--- src/rtl/fetch_sequencer_pkg.sv ---
// Shared core package: fetch FSM states, reset PC default and
// the opcode/branch constants used across the front end.
`timescale 1ns/1ps
package fetch_sequencer_pkg;

  typedef enum logic [1:0] {
    BOOT = 2'd0,
    RUN  = 2'd1,
    HALT = 2'd2
  } fetch_state_e;

  localparam logic [31:0] RESET_PC_DEFAULT = 32'h0000_0000;
  localparam int          INSTR_W          = 32;

  // Major opcodes that change control flow
  localparam logic [6:0] OPC_BRANCH = 7'b1100011;
  localparam logic [6:0] OPC_JAL    = 7'b1101111;
  localparam logic [6:0] OPC_JALR   = 7'b1100111;

  // Branch funct3 encodings
  localparam logic [2:0] F3_BEQ  = 3'b000;
  localparam logic [2:0] F3_BNE  = 3'b001;
  localparam logic [2:0] F3_BLT  = 3'b100;
  localparam logic [2:0] F3_BGE  = 3'b101;
  localparam logic [2:0] F3_BLTU = 3'b110;
  localparam logic [2:0] F3_BGEU = 3'b111;

endpackage

--- src/rtl/fetch_fifo.sv ---
// Instruction buffer: DEPTH-entry synchronous FIFO of {pc, instr}.
// Clear has priority over push and pop; head entry is shown combinationally.
`timescale 1ns/1ps
module fetch_fifo
  import fetch_sequencer_pkg::*;
#(
  parameter int XLEN  = 32,
  parameter int DEPTH = 2,
  parameter int CW    = $clog2(DEPTH + 1)
) (
  input  logic               i_clk,
  input  logic               i_rst_n,
  input  logic               i_clr,
  input  logic               i_push,
  input  logic               i_pop,
  input  logic [XLEN-1:0]    i_pc,
  input  logic [INSTR_W-1:0] i_instr,
  output logic [XLEN-1:0]    o_pc,
  output logic [INSTR_W-1:0] o_instr,
  output logic [CW-1:0]      o_count
);

  localparam int PW = (DEPTH > 1) ? $clog2(DEPTH) : 1;

  logic [DEPTH-1:0][XLEN-1:0]    pc_mem;
  logic [DEPTH-1:0][INSTR_W-1:0] instr_mem;
  logic [PW-1:0]                 wr_ptr, rd_ptr;
  logic [CW-1:0]                 count;
  logic                          do_push, do_pop;

  function automatic logic [PW-1:0] ptr_inc(input logic [PW-1:0] p);
    return (p == PW'(DEPTH - 1)) ? '0 : p + 1'b1;
  endfunction

  // Guard against underflow; a push into a full buffer is only legal alongside a pop
  always_comb begin
    do_pop  = i_pop & (count != '0);
    do_push = i_push & ((count != CW'(DEPTH)) | do_pop);
  end

  // Storage, pointers and occupancy
  always_ff @(posedge i_clk or negedge i_rst_n) begin
    if (!i_rst_n) begin
      pc_mem    <= '0;
      instr_mem <= '0;
      wr_ptr    <= '0;
      rd_ptr    <= '0;
      count     <= '0;
    end else if (i_clr) begin
      wr_ptr <= '0;
      rd_ptr <= '0;
      count  <= '0;
    end else begin
      if (do_push) begin
        pc_mem[wr_ptr]    <= i_pc;
        instr_mem[wr_ptr] <= i_instr;
        wr_ptr            <= ptr_inc(wr_ptr);
      end
      if (do_pop) rd_ptr <= ptr_inc(rd_ptr);
      count <= count + CW'(do_push) - CW'(do_pop);
    end
  end

  assign o_pc    = pc_mem[rd_ptr];
  assign o_instr = instr_mem[rd_ptr];
  assign o_count = count;

endmodule

--- src/rtl/fetch_sequencer.sv ---
// Instruction-fetch controller: sequential PC generation, req/gnt/rvalid
// handshake, response buffering and branch/trap redirects with flush.
// Optional feature: FETCH_MISALIGN_EXC_EN (misaligned branch target raises
// an exception and parks fetch in HALT instead of truncating the target).
`timescale 1ns/1ps
module fetch_sequencer
  import fetch_sequencer_pkg::*;
#(
  parameter int              XLEN            = 32,
  parameter logic [XLEN-1:0] RESET_PC        = XLEN'(RESET_PC_DEFAULT),
  parameter int              MAX_OUTSTANDING = 2,
  parameter int              FIFO_DEPTH      = 2
) (
  input  logic               i_clk,
  input  logic               i_rst_n,
  input  logic               i_ex_valid,
  input  logic               i_branch_taken,
  input  logic [XLEN-1:0]    i_pc_branch,
  input  logic               i_redirect_valid,
  input  logic [XLEN-1:0]    i_redirect_pc,
  output logic               o_imem_req,
  output logic [XLEN-1:0]    o_imem_addr,
  input  logic               i_imem_gnt,
  input  logic               i_imem_rvalid,
  input  logic [INSTR_W-1:0] i_imem_rdata,
  output logic               o_if_valid,
  output logic [XLEN-1:0]    o_if_pc,
  output logic [INSTR_W-1:0] o_if_instr,
  input  logic               i_if_ready,
`ifdef FETCH_MISALIGN_EXC_EN
  output logic               o_exc_misaligned,
  output logic [XLEN-1:0]    o_exc_addr,
`endif
  output logic               o_flush
);

  localparam int CW = $clog2(FIFO_DEPTH + 1);
  localparam int OW = 2;  // MAX_OUTSTANDING is at most 3

  fetch_state_e    state_q, state_d;
  logic [XLEN-1:0] fetch_pc_q, resp_pc_q;
  logic [OW-1:0]   outst_q, outst_d, discard_q;
  logic [CW-1:0]   fifo_count;
  logic [XLEN-1:0] br_target, target;
  logic            br_hit, ext_hit, misalign, redirect;
  logic            accept, push, pop;

  // Redirect arbitration: trap/CSR wins over the branch unit
  always_comb begin
    br_hit   = i_ex_valid & i_branch_taken & (state_q != HALT);
    ext_hit  = i_redirect_valid;
    misalign = 1'b0;
`ifdef FETCH_MISALIGN_EXC_EN
    br_target = i_pc_branch;
    misalign  = br_hit & ~ext_hit & (i_pc_branch[1:0] != 2'b00);
`else
    br_target = i_pc_branch & ~XLEN'(3);
`endif
    redirect = ext_hit | (br_hit & ~misalign);
    target   = ext_hit ? i_redirect_pc : br_target;
    o_flush  = redirect | misalign;
  end

  // Request throttle keeps every in-flight word guaranteed a buffer slot
  always_comb begin
    o_imem_req = (state_q == RUN) &&
                 (int'(outst_q) < MAX_OUTSTANDING) &&
                 (int'(fifo_count) + int'(outst_q) < FIFO_DEPTH);
    accept     = o_imem_req & i_imem_gnt;
    push       = i_imem_rvalid & (discard_q == '0);
    pop        = o_if_valid & i_if_ready;
    outst_d    = outst_q + OW'(accept) - OW'(i_imem_rvalid);
  end

  // Next-state logic
  always_comb begin
    state_d = state_q;
    case (state_q)
      BOOT:    state_d = RUN;
      RUN:     if (misalign) state_d = HALT;
      HALT:    if (ext_hit) state_d = RUN;
      default: state_d = BOOT;
    endcase
  end

  // State register
  always_ff @(posedge i_clk or negedge i_rst_n) begin
    if (!i_rst_n) state_q <= BOOT;
    else          state_q <= state_d;
  end

  // PCs and handshake counters; a flush marks every in-flight word as stale
  always_ff @(posedge i_clk or negedge i_rst_n) begin
    if (!i_rst_n) begin
      fetch_pc_q <= RESET_PC;
      resp_pc_q  <= RESET_PC;
      outst_q    <= '0;
      discard_q  <= '0;
    end else begin
      outst_q <= outst_d;
      if (o_flush)                              discard_q <= outst_d;
      else if (i_imem_rvalid && discard_q != 0) discard_q <= discard_q - 1'b1;
      if (redirect)    fetch_pc_q <= target;
      else if (accept) fetch_pc_q <= fetch_pc_q + XLEN'(4);
      if (redirect)    resp_pc_q  <= target;
      else if (push)   resp_pc_q  <= resp_pc_q + XLEN'(4);
    end
  end

`ifdef FETCH_MISALIGN_EXC_EN
  // One-cycle exception pulse with the offending target held for inspection
  always_ff @(posedge i_clk or negedge i_rst_n) begin
    if (!i_rst_n) begin
      o_exc_misaligned <= 1'b0;
      o_exc_addr       <= '0;
    end else begin
      o_exc_misaligned <= misalign;
      if (misalign) o_exc_addr <= i_pc_branch;
    end
  end
`endif

  assign o_imem_addr = fetch_pc_q;
  assign o_if_valid  = (fifo_count != '0);

  fetch_fifo #(.XLEN(XLEN), .DEPTH(FIFO_DEPTH), .CW(CW)) u_fifo (
    .i_clk   (i_clk),
    .i_rst_n (i_rst_n),
    .i_clr   (o_flush),
    .i_push  (push),
    .i_pop   (pop),
    .i_pc    (resp_pc_q),
    .i_instr (i_imem_rdata),
    .o_pc    (o_if_pc),
    .o_instr (o_if_instr),
    .o_count (fifo_count)
  );

endmodule

--- config.mk ---
export PLATFORM = sky130hd
export DESIGN_NAME = fetch_sequencer
export DESIGN_NICKNAME = d
export VERILOG_FILES = /design/src/rtl/fetch_sequencer_pkg.sv /design/src/rtl/fetch_fifo.sv /design/src/rtl/fetch_sequencer.sv
export SDC_FILE = /design/constraint.sdc
export NUM_CORES = 1
export LEC_CHECK = 0
export ABC_AREA = 1
export BUFFER_PORTS_ARGS = -buffer_cell sky130_fd_sc_hd__buf_2
export CORE_UTILIZATION = 55
export DETAILED_ROUTE_END_ITERATION = 10
export HOLD_SLACK_MARGIN = 0.12
export PLACE_DENSITY = 0.85
export SETUP_SLACK_MARGIN = 0.3
export SYNTH_ARGS = -nofsm -noshare
export SYNTH_HDL_FRONTEND = slang
export SYNTH_HIERARCHICAL = 1
export SYNTH_SLANG_ARGS = --single-unit
--- constraint.sdc ---
create_clock -name i_clk -period 6.7 [get_ports i_clk]
set_input_delay 0 -clock i_clk [delete_from_list [all_inputs] [get_ports i_clk]]
set_output_delay 0 -clock i_clk [all_outputs]
set_load 0.01 [all_outputs]
==> run_results.csv <==
group,metric,value,unit
outcome,outcome,"completed",
route,dr.first_iter.drc_count,1182,
synth,syn_area_per_cell,6.94,µm²
power_and_ir_drop,power.total,4.65,mW
timing,rsz_0062_raised_after_global_routing,"no",
clocking,clock_tree_from_tritoncts,"done",
place,gp_congestion,0.970,
route,detail_route.wirelength,33.8,mm
worst_setup_path,setup.worst_path.end,"o_imem_addr[10]",
synth,syn_area,0.0115,mm²
worst_setup_path,timing.critical_path.slowest_cell_delay,660,ps
clocking,later_pin_clock_latency_in_the_skew_report,520,ps
place,port_buffers,200,
worst_setup_path,crit_chain,"buf_2 -> inv_2 -> nand2_4 -> inv_2 -> buf_4 -> nand2_2 -> nand3b_1 -> nand3_1 -> dlygate4sd3_1",
run,max_cap_violations,0,
synth,post_synthesis_compound_gate_area_fraction,3.10,%
worst_setup_path,r2r_cells,11,
global_route,gr_usage_total,31.8,%
clocking,clkSinkCount,201,
die,rows,52,
power_and_ir_drop,power_leakage,7.65,nW
clocking,numCtsBuffers,22,
worst_setup_path,setup.worst_path.start_class,"input pin",
timing,fin_worst_skew,19.0,ps
synth,synth_seq_cells,201,
worst_setup_path,worstPathArrival,3690,ps
timing,final_critical_path_setup_slack,3390,ps
clocking,h-tree-depth,1,
worst_setup_path,critical-path-top-cell-by-count,"sky130_fd_sc_hd__inv_2",
route,routed_via_density,5.58,
place,placed_instances,2035,
worst_setup_path,critical_path.reg2reg.startpoint,"discard_q[0]",
die,die_w,146,µm
timing,timing.final.max_slew_violations,0,
power_and_ir_drop,power.ir.vdd_worst,0.185,mV
route,detailroute.via_count,12100,
synth,synth_top_family_by_area,"simple AND/OR/NAND/NOR gates",
worst_setup_path,worstSetupEndpointType,"flop",
worst_hold_path,worstHoldPathType,"input pin to asynchronous set/reset pin",
worst_setup_path,worstPathRequired,7080,ps
global_route,overflow,0,
cells_and_area,layout-drive-gt1-share,14.3,%
worst_setup_path,crit_fanout,69,
global_route,antenna_found_initial,0,
clocking,cts.reportedPaths.clkPinSlew,60,ps
synth,synth.lib_cells_used.distinct,34,
synth,postSynthNetCount,1765,
place,dpl.hpwl,19.7,mm
place,dp_worst_setup_slack,3500,ps
timing,maxSlewHeadroom,28.0,%
worst_setup_path,timing.critical_path.depth,9,
synth,synthXorXnorAreaFrac,0.153,%
synth,synthAdderAreaFrac,0.938,%
clocking,cts-root-to-sink-buffers,3,
die,dieArea,0.0214,mm²
worst_setup_path,timing.critical_path.max_delay_family,"buffers and inverters",
route,first_pass_iters,5,
worst_setup_path,r2r_end,"u_fifo/o_count[0]",
global_route,first_global_vias,11700,
timing,final-hold-violation-count,0,
global_route,grt_pass1_wl,56.3,mm
worst_setup_path,cp_num_buf_inv,5,
route,drt_drc_violations_left,0,
cells_and_area,post_route_non_filler_standard_cell_count,2174,
worst_setup_path,criticalPathCategory,"input pin to flop",
worst_setup_path,timing.critical_path.from,"i_redirect_valid",
worst_setup_path,critical_path_s_slowest_cell,"sky130_fd_sc_hd__nand2_2",
route,drtAntennaViolNets,0,
clocking,ctsRootBufferMaster,"sky130_fd_sc_hd__clkbuf_16",
cells_and_area,final_core_util,69.5,%
die,io_pins,203,
worst_setup_path,setup.reg_to_reg.worst_slack,3490,ps
cells_and_area,insertedDiodeCount,0,
cells_and_area,syn_to_layout_area_delta,23.4,%
die,chipHeight,146,µm
power_and_ir_drop,power.density,328,mW/mm²
timing,tns,0,ps
synth,post_synth_and_or_nand_nor_area_fraction,43.9,%
timing,timing.final.setup_violations,0,
synth,ys.warnings.count,6,
timing,fmaxAchievable,302,MHz
timing,timing.final.crit_share,49.5,%
cells_and_area,nNetsFinal,2002,
synth,synthMuxAreaShare,0,%
die,starting_utilization_of_the_core_area,56.3,%
route,average_wire_per_standard_cell,15.5,µm
die,core,0.0204,mm²
synth,post_synth_inst_count,1653,
timing,final_period_minus_worst_setup_slack,3310,ps
synth,yosysSeqAreaShare,43.9,%
timing,worst_slew_pin_slew,1080,ps
global_route,maximum_number_of_pins_on_one_net_before_global_route_repair,131,
-- where the power goes --
part           internal, mW  total, mW  leakage (nW)  switching (mW)
Combinational         0.545       1.45          4.71           0.901
Clock                 0.762       1.26         0.372           0.501
Sequential             1.63       1.94          2.56           0.310
Total                  2.93       4.65          7.65            1.71
-- layout by cell type, fill, tap and decap left out, types with 2 or more instances in the layout --
cell type / count
sky130_fd_sc_hd__dfrtp_1: 200
sky130_fd_sc_hd__nor3_1: 9
sky130_fd_sc_hd__nand3_4: 3
sky130_fd_sc_hd__bufinv_16: 3
sky130_fd_sc_hd__nor2_1: 117
sky130_fd_sc_hd__nand2_2: 4
sky130_fd_sc_hd__nand3b_1: 6
sky130_fd_sc_hd__xnor2_1: 2
sky130_fd_sc_hd__nand2_1: 780
sky130_fd_sc_hd__clkbuf_1: 3
sky130_fd_sc_hd__ha_1: 7
sky130_fd_sc_hd__buf_4: 8
sky130_fd_sc_hd__nand3_1: 112
sky130_fd_sc_hd__o211ai_1: 12
sky130_fd_sc_hd__o311ai_1: 4
sky130_fd_sc_hd__dlygate4sd3_1: 101
sky130_fd_sc_hd__inv_1: 98
sky130_fd_sc_hd__inv_2: 5
sky130_fd_sc_hd__nand4_1: 132
sky130_fd_sc_hd__o21ai_0: 12
sky130_fd_sc_hd__clkinv_2: 5
sky130_fd_sc_hd__buf_2: 199
sky130_fd_sc_hd__clkbuf_8: 5
sky130_fd_sc_hd__a21oi_1: 29
sky130_fd_sc_hd__and2_1: 2
sky130_fd_sc_hd__nor2_2: 6
sky130_fd_sc_hd__nor2_4: 6
sky130_fd_sc_hd__clkbuf_16: 22
-- worst min-delay path by stage --
stage	from	end	slack (ps)	cells after the start
floorplan	i_rst_n	discard_q[0]	-300	0
global placement	i_rst_n	u_fifo/instr_mem[57]	250	1
detailed placement	i_rst_n	u_fifo/instr_mem[25]	240	1
CTS	i_ex_valid	u_fifo/o_count[0]	200	4
global route	i_branch_taken	u_fifo/o_count[0]	260	4
finish	i_rst_n	u_fifo/instr_mem[25]	170	2
-- cell families after synthesis --
| family | count (synthesis) |
|---|---|
| AO/OA/AOI/OAI | 61 |
| XOR/XNOR | 2 |
| adder cells (fa/ha/maj) | 8 |
| buffers and inverters | 200 |
| flip-flops | 201 |
| other | 1 |
| AND/OR/NAND/NOR | 1180 |
-- cell usage after synthesis, drive strengths merged --
master  instances  area [µm²]
nand2         785        2960
dfrtp         201        5030
nand4         132         826
nor2          130         552
nand3         115         586
inv           104         390
buf            88         495
a21oi          29         145
o21ai          13        65.1
o211ai         12        90.1
nor3            9        45.0
clkbuf          8        30.0
ha              7        87.6
nand3b          6        45.0
o311ai          4        35.0
and2            2        12.5
xnor2           2        17.5
a31oi           1        6.26
conb            1        3.75
fa              1        20.0
o21a            1        7.51
o22ai           1        6.26
or2             1        6.26
-- area by class of cell --
cell class,count,area (µm²)
fillers,1594,6210
clock buffers,29,617
clock inverters,9,131
inverters,104,393
multi-input cells,1252,5560
repair buffers,309,2080
flip-flops and latches,201,5030
well taps,270,338
-- flip-flops by register name (all words and copies together), names as in the netlist, 2 cells and up --
signal            cells
resp_pc_q            32
u_fifo/o_count        2
u_fifo/pc_mem        64
outst_q               2
u_fifo/instr_mem     64
discard_q             2
o_imem_addr          32
-- worst reg2reg max path, stage by stage, from the launching register on --
cell and delay [ps]:
sky130_fd_sc_hd__dfrtp_1 390, sky130_fd_sc_hd__inv_1 90, sky130_fd_sc_hd__ha_1 220, sky130_fd_sc_hd__nand2_2 170, sky130_fd_sc_hd__inv_4 660, sky130_fd_sc_hd__buf_4 670
sky130_fd_sc_hd__nand2_1 180, sky130_fd_sc_hd__ha_1 320, sky130_fd_sc_hd__inv_1 40, sky130_fd_sc_hd__ha_1 260, sky130_fd_sc_hd__inv_1 50, sky130_fd_sc_hd__nor2_1 30
-- through the flow --
| step | hold slack (ps) | cell area [µm²] |
|---|---|---|
| final | 168 | 14200 |
| after global routing | 262 | 14200 |
| after CTS | 200 | 14200 |
| after detailed placement | 245 | 12400 |
| after global placement | 245 | 12400 |
| after floorplan | -296 | 11500 |
-- what timing repair did --
item / in CTS / in global routing
endpoints found under the setup margin: 0 / 0
setup buffers: 0 / 0
endpoints found under the hold margin: 262 / 0
gates resized for setup: 0 / 0
hold buffers: 101 / 0
-- routing by layer --
layer  up-vias  track usage (%)  part of all wire (%)  wire length (µm)
met3        83             3.75                   8.7              2950
met1      5627             42.5                    40             13600
met4         0             10.3                   2.9               989
met2       659             54.0                    48             16200
met5         -                0                     0                 0
li1       5761                -                     -                 -
No activity file was read; power rests on OpenSTA's default activity.
